[config.mk]
export PLATFORM = sky130hd
export DESIGN_NAME = uart_rx_8n1
export DESIGN_NICKNAME = d
export VERILOG_FILES = /design/src/rtl/uart_rx_8n1_pkg.sv /design/src/rtl/uart_rx_8n1_sync.sv /design/src/rtl/uart_rx_8n1.sv
export SDC_FILE = /design/constraint.sdc
export NUM_CORES = 1
export LEC_CHECK = 0
export CAP_MARGIN = 5
export CORE_ASPECT_RATIO = 1.2
export CORE_UTILIZATION = 35
export CTS_BUF_LIST = sky130_fd_sc_hd__clkbuf_4 sky130_fd_sc_hd__clkbuf_8 sky130_fd_sc_hd__clkbuf_16
export DETAILED_ROUTE_END_ITERATION = 6
export GPL_ROUTABILITY_DRIVEN = 1
export PLACE_DENSITY_LB_ADDON = 0.25
export SETUP_SLACK_MARGIN = 0.02
export SLEW_MARGIN = 20
export SYNTH_ARGS = -nofsm -noshare
export SYNTH_HDL_FRONTEND = slang
export SYNTH_SLANG_ARGS = --single-unit
[constraint.sdc]
create_clock -name clk -period 3.2 [get_ports clk]
set_clock_uncertainty 0.1 [all_clocks]
set_input_delay 0.64 -clock clk [delete_from_list [all_inputs] [get_ports clk]]
set_output_delay 0.64 -clock clk [all_outputs]
set_load 0.1 [all_outputs]
[src/rtl/uart_rx_8n1_pkg.sv]
// Shared definitions for the 8N1 UART receiver: receive FSM states and the
// default bit period, which also drives the board's clock generator setup.
package uart_rx_8n1_pkg;

    // 12 MHz system clock / 625 = 19200 baud
    localparam int DEFAULT_CLK_PER_BIT = 625;

    // Number of data bits in one 8N1 frame
    localparam int DATA_BITS = 8;

    typedef enum logic [2:0] {
        ST_IDLE      = 3'd0,
        ST_START     = 3'd1,
        ST_DATA      = 3'd2,
        ST_STOP      = 3'd3,
        ST_WAIT_IDLE = 3'd4
    } rx_state_e;

    // Clocks from the start edge to the middle of the start bit
    function automatic int half_bit(input int clk_per_bit);
        return clk_per_bit / 2;
    endfunction

endpackage

[src/rtl/uart_rx_8n1_sync.sv]
// Two-flop synchroniser for an asynchronous single-bit input. The reset value
// is a parameter so the same block can sit on idle-high lines (UART rx) and
// idle-low lines (buttons, interrupt pins).
module sync_2ff #(
    parameter logic RST_VAL = 1'b1
) (
    input  logic clk,
    input  logic rst,
    input  logic d,
    output logic q
);

    logic meta;

    // Capture the raw input, then re-register to let metastability settle
    always_ff @(posedge clk) begin
        if (rst) begin
            meta <= RST_VAL;
            q    <= RST_VAL;
        end else begin
            meta <= d;
            q    <= meta;
        end
    end

endmodule

[src/rtl/uart_rx_8n1.sv]
// 8N1 UART receiver: synchronises rx, validates the start bit at mid-bit,
// shifts in 8 data bits LSB first and checks the stop bit. Good frames update
// data with a one-cycle valid strobe; a low stop bit gives a frame_err strobe.
module uart_rx_8n1
    import uart_rx_8n1_pkg::*;
#(
    parameter int CLK_PER_BIT = DEFAULT_CLK_PER_BIT
) (
    input  logic       clk,
    input  logic       rst,
    input  logic       rx,
    output logic [7:0] data,
    output logic       valid,
    output logic       frame_err,
    output logic       busy
);

    localparam int CNT_W = $clog2(CLK_PER_BIT);
    localparam int HALF  = half_bit(CLK_PER_BIT);

    localparam logic [CNT_W-1:0] HALF_M1 = CNT_W'(HALF - 1);
    localparam logic [CNT_W-1:0] BIT_M1  = CNT_W'(CLK_PER_BIT - 1);
    localparam logic [2:0]       LAST_IDX = 3'(DATA_BITS - 1);

    logic rx_s;

    rx_state_e        state_q, state_d;
    logic [CNT_W-1:0] cnt_q, cnt_d;
    logic [2:0]       idx_q, idx_d;
    logic [7:0]       shreg_q, shreg_d;
    logic [7:0]       data_q, data_d;
    logic             valid_q, valid_d;
    logic             ferr_q, ferr_d;

    // rx is asynchronous to clk; every decision below uses rx_s only
    sync_2ff #(
        .RST_VAL (1'b1)
    ) u_sync_rx (
        .clk (clk),
        .rst (rst),
        .d   (rx),
        .q   (rx_s)
    );

    // Next-state, counters, shift register and output strobes
    always_comb begin
        state_d = state_q;
        cnt_d   = cnt_q + CNT_W'(1);
        idx_d   = idx_q;
        shreg_d = shreg_q;
        data_d  = data_q;
        valid_d = 1'b0;
        ferr_d  = 1'b0;

        unique case (state_q)
            ST_IDLE: begin
                // Low line while idle is taken as a start edge
                cnt_d = '0;
                if (!rx_s) begin
                    state_d = ST_START;
                end
            end

            ST_START: begin
                // Re-check at mid start bit to reject glitches
                if (cnt_q == HALF_M1) begin
                    cnt_d = '0;
                    if (rx_s) begin
                        state_d = ST_IDLE;
                    end else begin
                        idx_d   = '0;
                        state_d = ST_DATA;
                    end
                end
            end

            ST_DATA: begin
                if (cnt_q == BIT_M1) begin
                    cnt_d          = '0;
                    shreg_d[idx_q] = rx_s;
                    idx_d          = idx_q + 3'd1;
                    if (idx_q == LAST_IDX) begin
                        state_d = ST_STOP;
                    end
                end
            end

            ST_STOP: begin
                // Leaving at mid stop bit leaves half a bit of slack for a
                // back-to-back start edge
                if (cnt_q == BIT_M1) begin
                    cnt_d = '0;
                    if (rx_s) begin
                        data_d  = shreg_q;
                        valid_d = 1'b1;
                        state_d = ST_IDLE;
                    end else begin
                        ferr_d  = 1'b1;
                        state_d = ST_WAIT_IDLE;
                    end
                end
            end

            ST_WAIT_IDLE: begin
                // A held-low (break) line must not look like a new start
                cnt_d = '0;
                if (rx_s) begin
                    state_d = ST_IDLE;
                end
            end

            default: begin
                cnt_d   = '0;
                state_d = ST_IDLE;
            end
        endcase
    end

    // State, counters, output byte and strobes
    always_ff @(posedge clk) begin
        if (rst) begin
            state_q <= ST_IDLE;
            cnt_q   <= '0;
            idx_q   <= '0;
            data_q  <= 8'h00;
            valid_q <= 1'b0;
            ferr_q  <= 1'b0;
        end else begin
            state_q <= state_d;
            cnt_q   <= cnt_d;
            idx_q   <= idx_d;
            data_q  <= data_d;
            valid_q <= valid_d;
            ferr_q  <= ferr_d;
        end
    end

    // Shift register holds only in-flight bits and is fully rewritten per frame
    always_ff @(posedge clk) begin
        shreg_q <= shreg_d;
    end

    assign data      = data_q;
    assign valid     = valid_q;
    assign frame_err = ferr_q;
    assign busy      = (state_q != ST_IDLE);

endmodule

== After elaboration in Yosys (flattened, before gate mapping) ==
Cells that the tools add are included.
Widths: inputs -> output; s select.

* Input port bits: 3
* Output and inout port bits: 11
* Bits in registers: 36
* Logic and storage cells: 60

* Muxes and demuxes: 21
* $add $sub $neg: 2
* Equal/unequal tests: 14
* Magnitude comparators: 2
* Reductions and logical operators: 10
* Bitwise logic cells: 2

{| class="wikitable"
|+ Operators with widths
! cell !! count
|-
| $mux 3 || 10
|-
| $mux 10 || 2
|-
| $pmux 10 s2 || 1
|-
| $pmux 3 s5 || 1
|-
| $ne 2x2->1 const B || 6
|-
| $add 10x1->10 const B || 1
|-
| $eq 10x10->1 const B || 1
|-
| $eq 10x9->1 const B || 1
|-
| $bwmux 8 || 1
|-
| $eq 3x2->1 const B || 2
|-
| $eq 3x3->1 const B || 2
|-
| $pmux 3 s2 || 1
|-
| $reduce_and 6->1 || 1
|-
| $lt 3x4->1 const B || 1
|-
| $reduce_and 4->1 || 1
|-
| $add 3x1->3 const B || 1
|-
| $demux 1 s3 || 1
|-
| $eq 3x1->1 const B || 1
|-
| $ge 3x1->1 const B || 1
|-
| $logic_not 3->1 || 1
|-
| $mux 1 || 3
|-
| $reduce_and 3->1 || 1
|-
| $reduce_bool 3->1 || 1
|-
| $reduce_or 3->1 || 1
|-
| 7 further kinds || 8
|}

== Depth between registers and ports, before layout ==
* Depth in word-level cells: 5
* Mapped depth: 7
* Mapped depth without buffers: 6

== Cells and area by module ==
From an unflattened synthesis, not the netlist that was laid out.

* Cells, all modules: 158
* Area, all modules: 1,612.8 µm²

{| class="wikitable"
|+ By module, submodules not included
! module !! sequential area each (µm²) !! area an instance (µm²) !! instances !! cells each
|-
| uart_rx_8n1 || 760.7 || 1,560.2 || 1 || 154
|-
| sync_2ff || 40.0 || 52.6 || 1 || 4
|}

== Worst setup path after synthesis ==
No wires, ideal clock.

* Path kind: register -> output
* Start: register state_q[1]
* End: output port busy
* Slack: 1.346 ns
* Data required time: 2.460 ns
* Arrival time: 1.114 ns
* Path buffers: 1
* Cell stages (with the launch flop): 3
* Path through: dfxtp_1 -> buf_4 -> or3_2

* Longest elaborated chain between the ends: 1

{| class="wikitable"
|+ Ends and longest elaborated chain
! what !! RTL line !! text
|-
| start: declaration || uart_rx_8n1.sv:27 || <nowiki>rx_state_e state_q, state_d;</nowiki>
|-
| start signal: assignment || uart_rx_8n1.sv:129 || <nowiki>state_q <= state_d;</nowiki>
|-
| $reduce_bool 3->1 || uart_rx_8n1.sv:146 || <nowiki>assign busy = (state_q != ST_IDLE);</nowiki>
|-
| end: declaration || uart_rx_8n1.sv:15 || <nowiki>output logic busy</nowiki>
|}

No other way between the ends.

== Worst setup path in the final report ==
* Start: register state_q[2]
* End: output port busy

The elaborated chain is that of the path after synthesis.

==> qor.yml <==
sta:
  drv_slew: 0
  timing.setup.tns_ps: 0
  min_period_over_period_pct: 66.6
  finalHoldViolCount: 0
  relSlewSlack_pct: 64.4
  min_period_ps: 2130
  rsz0062_at_grt: "false"
  fmax_mhz: 469
  setup_viol: 0
  worstMarginPinSlew_ps: 532
placement:
  numPortBuffers: 13
  dp_hpwl_um: 1970
  gp_congestion: 0.786
  placed_cell_area_um2: 1710
floorplan:
  rows: 26
  coreArea_um2: 4260
  io_pins: 14
  die_h_um: 75.0
  fp.dieW_um: 62.8
  die-area_um2: 4710
  start_util_pct: 36.4
layout:
  fill_cells: 417
  antenna_cells: 0
  drive_gt1_share_pct: 17.9
  stdcell_area_um2: 1790
  nets: 179
  syn_to_final_growth_pct: 15.3
power_and_ir_drop:
  switching_power_uw: 166
  intPower_uw: 631
  p_leak_uw: 0.000655
  power_density_nw_per_um2: 446
  p_total_uw: 798
  comb_power_share_pct: 3.1
  ir_drop_mv: 0.182
  switching_share_pct: 20.8
  clkPwrFrac_pct: 38.2
  seqPwrFrac_pct: 58.7
synthesis:
  synth_top_family_by_area: "simple AND/OR/NAND/NOR gates"
  synth_top_area_share_pct: 36.1
  synth_common_cells: "dfxtp_1 (28), nor2_1 (28), nand2_1 (11), edfxtp_1 (8), mux2i_1 (8)"
  async_reset_ff_share_pct: 0
  synth-simple-area-share_pct: 26.0
  ys_warn_count: 0
  synth-seq-cells: 36
  post-synth-top-area-cell: "dfxtp_1"
  synth_edf_count: 8
  yosys.area_share.xor_xnor_pct: 4.51
  synth_seq_area_share_pct: 51.6
  syn_inst: 155
  synth_compound_gate_area_share_pct: 5.64
  synth_cell_types: 42
  netlist_top_cells_area: "dfxtp_1 (36%), edfxtp_1 (15%), nor2_1 (6.8%)"
  ys.flop_type: "dfxtp_1"
  synth_mux_area_share_pct: 5.88
  synth_fa_ha_area_share_pct: 3.22
  syn-cell-area_um2: 1550
  synth_nets: 162
  avgSynthCellArea_um2: 10.0
hold_path:
  worstHoldEndpoint: "u_sync_rx.q$_SDFF_PP1_"
  hold_class: "flip-flop to flip-flop"
  hp-start: "u_sync_rx.meta$_SDFF_PP1_"
  whs_path_depth: 1
drt:
  route.detailed.drc: 0
  final_antenna_net_count: 0
  wl_per_cell_um: 11.9
  vias: 1092
  dr_wl_met3_um: 79
  met2_length_um: 1420
  routed_via_density: 4.77
  wirelength_um: 2720
  drtIter0Drc: 42
  top_layer: "met4"
  wl_met1_um: 1190
  drtPass1Iterations: 4
worst_setup_path:
  critPathLaunchType: "flip-flop"
  rr_startpoint: "cnt_q[3]$_SDFF_PP0_"
  cp.required_ps: 2460
  cp_slowest_cell: "or3_2"
  critical_path_buf_inv_count: 1
  arrival_ps: 1390
  path_class: "flip-flop to primary output"
  slowest_delay_ps: 490
  reg2reg_depth: 5
  path_delay_family: "simple AND/OR/NAND/NOR gates"
  endpoint_kind: "primary output"
  r2r_end: "data[0]$_SDFFE_PP0P_"
  r2r_slack_ps: 1270
  crit_chain: "or3_2 -> buf_4"
  path_max_fanout: 8
clock_tree:
  clockRootBuffer: "clkbuf_8"
  cts_tree: "done"
  hold_buffers: 0
  clockBufferDepth: 2
  cts_buffers: 5
  cts.sinks: 36
  insertion_delay_ps: 280
  cts_resized: 0
  cts.htree.levels: 2
  cts_setup_buffers: 0
  path_clk_slew_ps: 60
global_route:
  grt_use_total_pct: 14.2
  grt_pass1_vias: 1064
  grt_max_degree: 13
  antenna_found_initial: 0
  grt_pass1_wl_um: 4930
  grt_overflow: 0
run_status:
  status: "complete, no violations"
job:
  cap_violations: 0
-- placed cells by master, fill, tap and decap left out, types with 2 or more instances in the layout --
cell type | synthesis | layout
a21oi_1 | 4 | 4
xor2_1 | 5 | 5
clkbuf_8 | 0 | 5
o21ai_0 | 2 | 2
and4bb_2 | 2 | 2
nand2b_1 | 5 | 5
xnor2_1 | 3 | 3
nor3_1 | 3 | 3
clkinv_1 | 0 | 2
ha_1 | 4 | 4
nand2_1 | 11 | 11
buf_4 | 1 | 12
and3_1 | 4 | 4
inv_1 | 6 | 6
dfxtp_1 | 28 | 28
edfxtp_1 | 8 | 8
clkdlybuf4s50_1 | 0 | 2
nor2_1 | 28 | 28
or2_2 | 2 | 2
nand3_1 | 6 | 6
mux2i_1 | 8 | 8
-- how the worst max path moves through the flow --
stage | from | to | cells after the start
after floorplan | state_q[1]$_SDFFE_PP0P_ | busy | 2
after global placement | rst | cnt_q[6]$_SDFF_PP0_ | 5
after detailed placement | rst | cnt_q[2]$_SDFF_PP0_ | 5
after CTS | state_q[2]$_SDFFE_PP0P_ | busy | 2
after global routing | state_q[2]$_SDFFE_PP0P_ | busy | 2
final | state_q[2]$_SDFFE_PP0P_ | busy | 2
-- cell families (layout without fill, tap and decap cells) --
| kind of cell | after synthesis | in the layout |
|---|---|---|
| AND/OR/NAND/NOR | 75 | 75 |
| XOR/XNOR | 8 | 8 |
| multiplexers | 9 | 9 |
| AO/OA/AOI/OAI | 13 | 13 |
| buffers and inverters | 10 | 28 |
| flip-flops | 36 | 36 |
| adder cells (fa/ha/maj) | 4 | 4 |
-- registers in the layout, summed over array words and instances (netlist names) --
name,count
cnt_q,10
data,8
frame_err,1
idx_q,3
shreg_q,8
state_q,3
u_sync_rx.meta,1
u_sync_rx.q,1
valid,1
-- stage by stage --
stage               hold slack, ps  instances  setup slack [ps]  utilization [%]
finish                         309        229              1070             42.0
global route                   332        229              1000             42.0
CTS                            312        229              1060             42.0
detailed placement             294        221              1010             40.0
global placement               296        221              1050             40.0
floorplan                      289        155              1350                -
-- final cells by class --
cell class / instances / area, um2 / share of cell area (%)
clock buffer: 6 / 76.3 / 4.26
clock inverter: 2 / 7.51 / 0.419
multi-input combinational: 109 / 703 / 39.3
inverter: 6 / 22.5 / 1.26
sequential: 36 / 801 / 44.7
tap: 56 / 70.1 / 3.91
timing repair buffer: 14 / 110 / 6.15
-- power groups by stage --
stage	Sequential, uW	Clock [uW]	Combinational (uW)
floorplan	477	0	18.8
global placement	479	0	24.9
detailed placement	479	0	25.1
CTS	468	317	25.2
global route	468	342	27.2
finish	468	305	25.0
-- metal layers --
metal,up-vias,global-route usage [%]
met5,-,0
met4,0,7.75
met3,2,5.45
met2,14,25.0
met1,517,14.9
li1,559,-
Power figures use the tool's default switching activity.
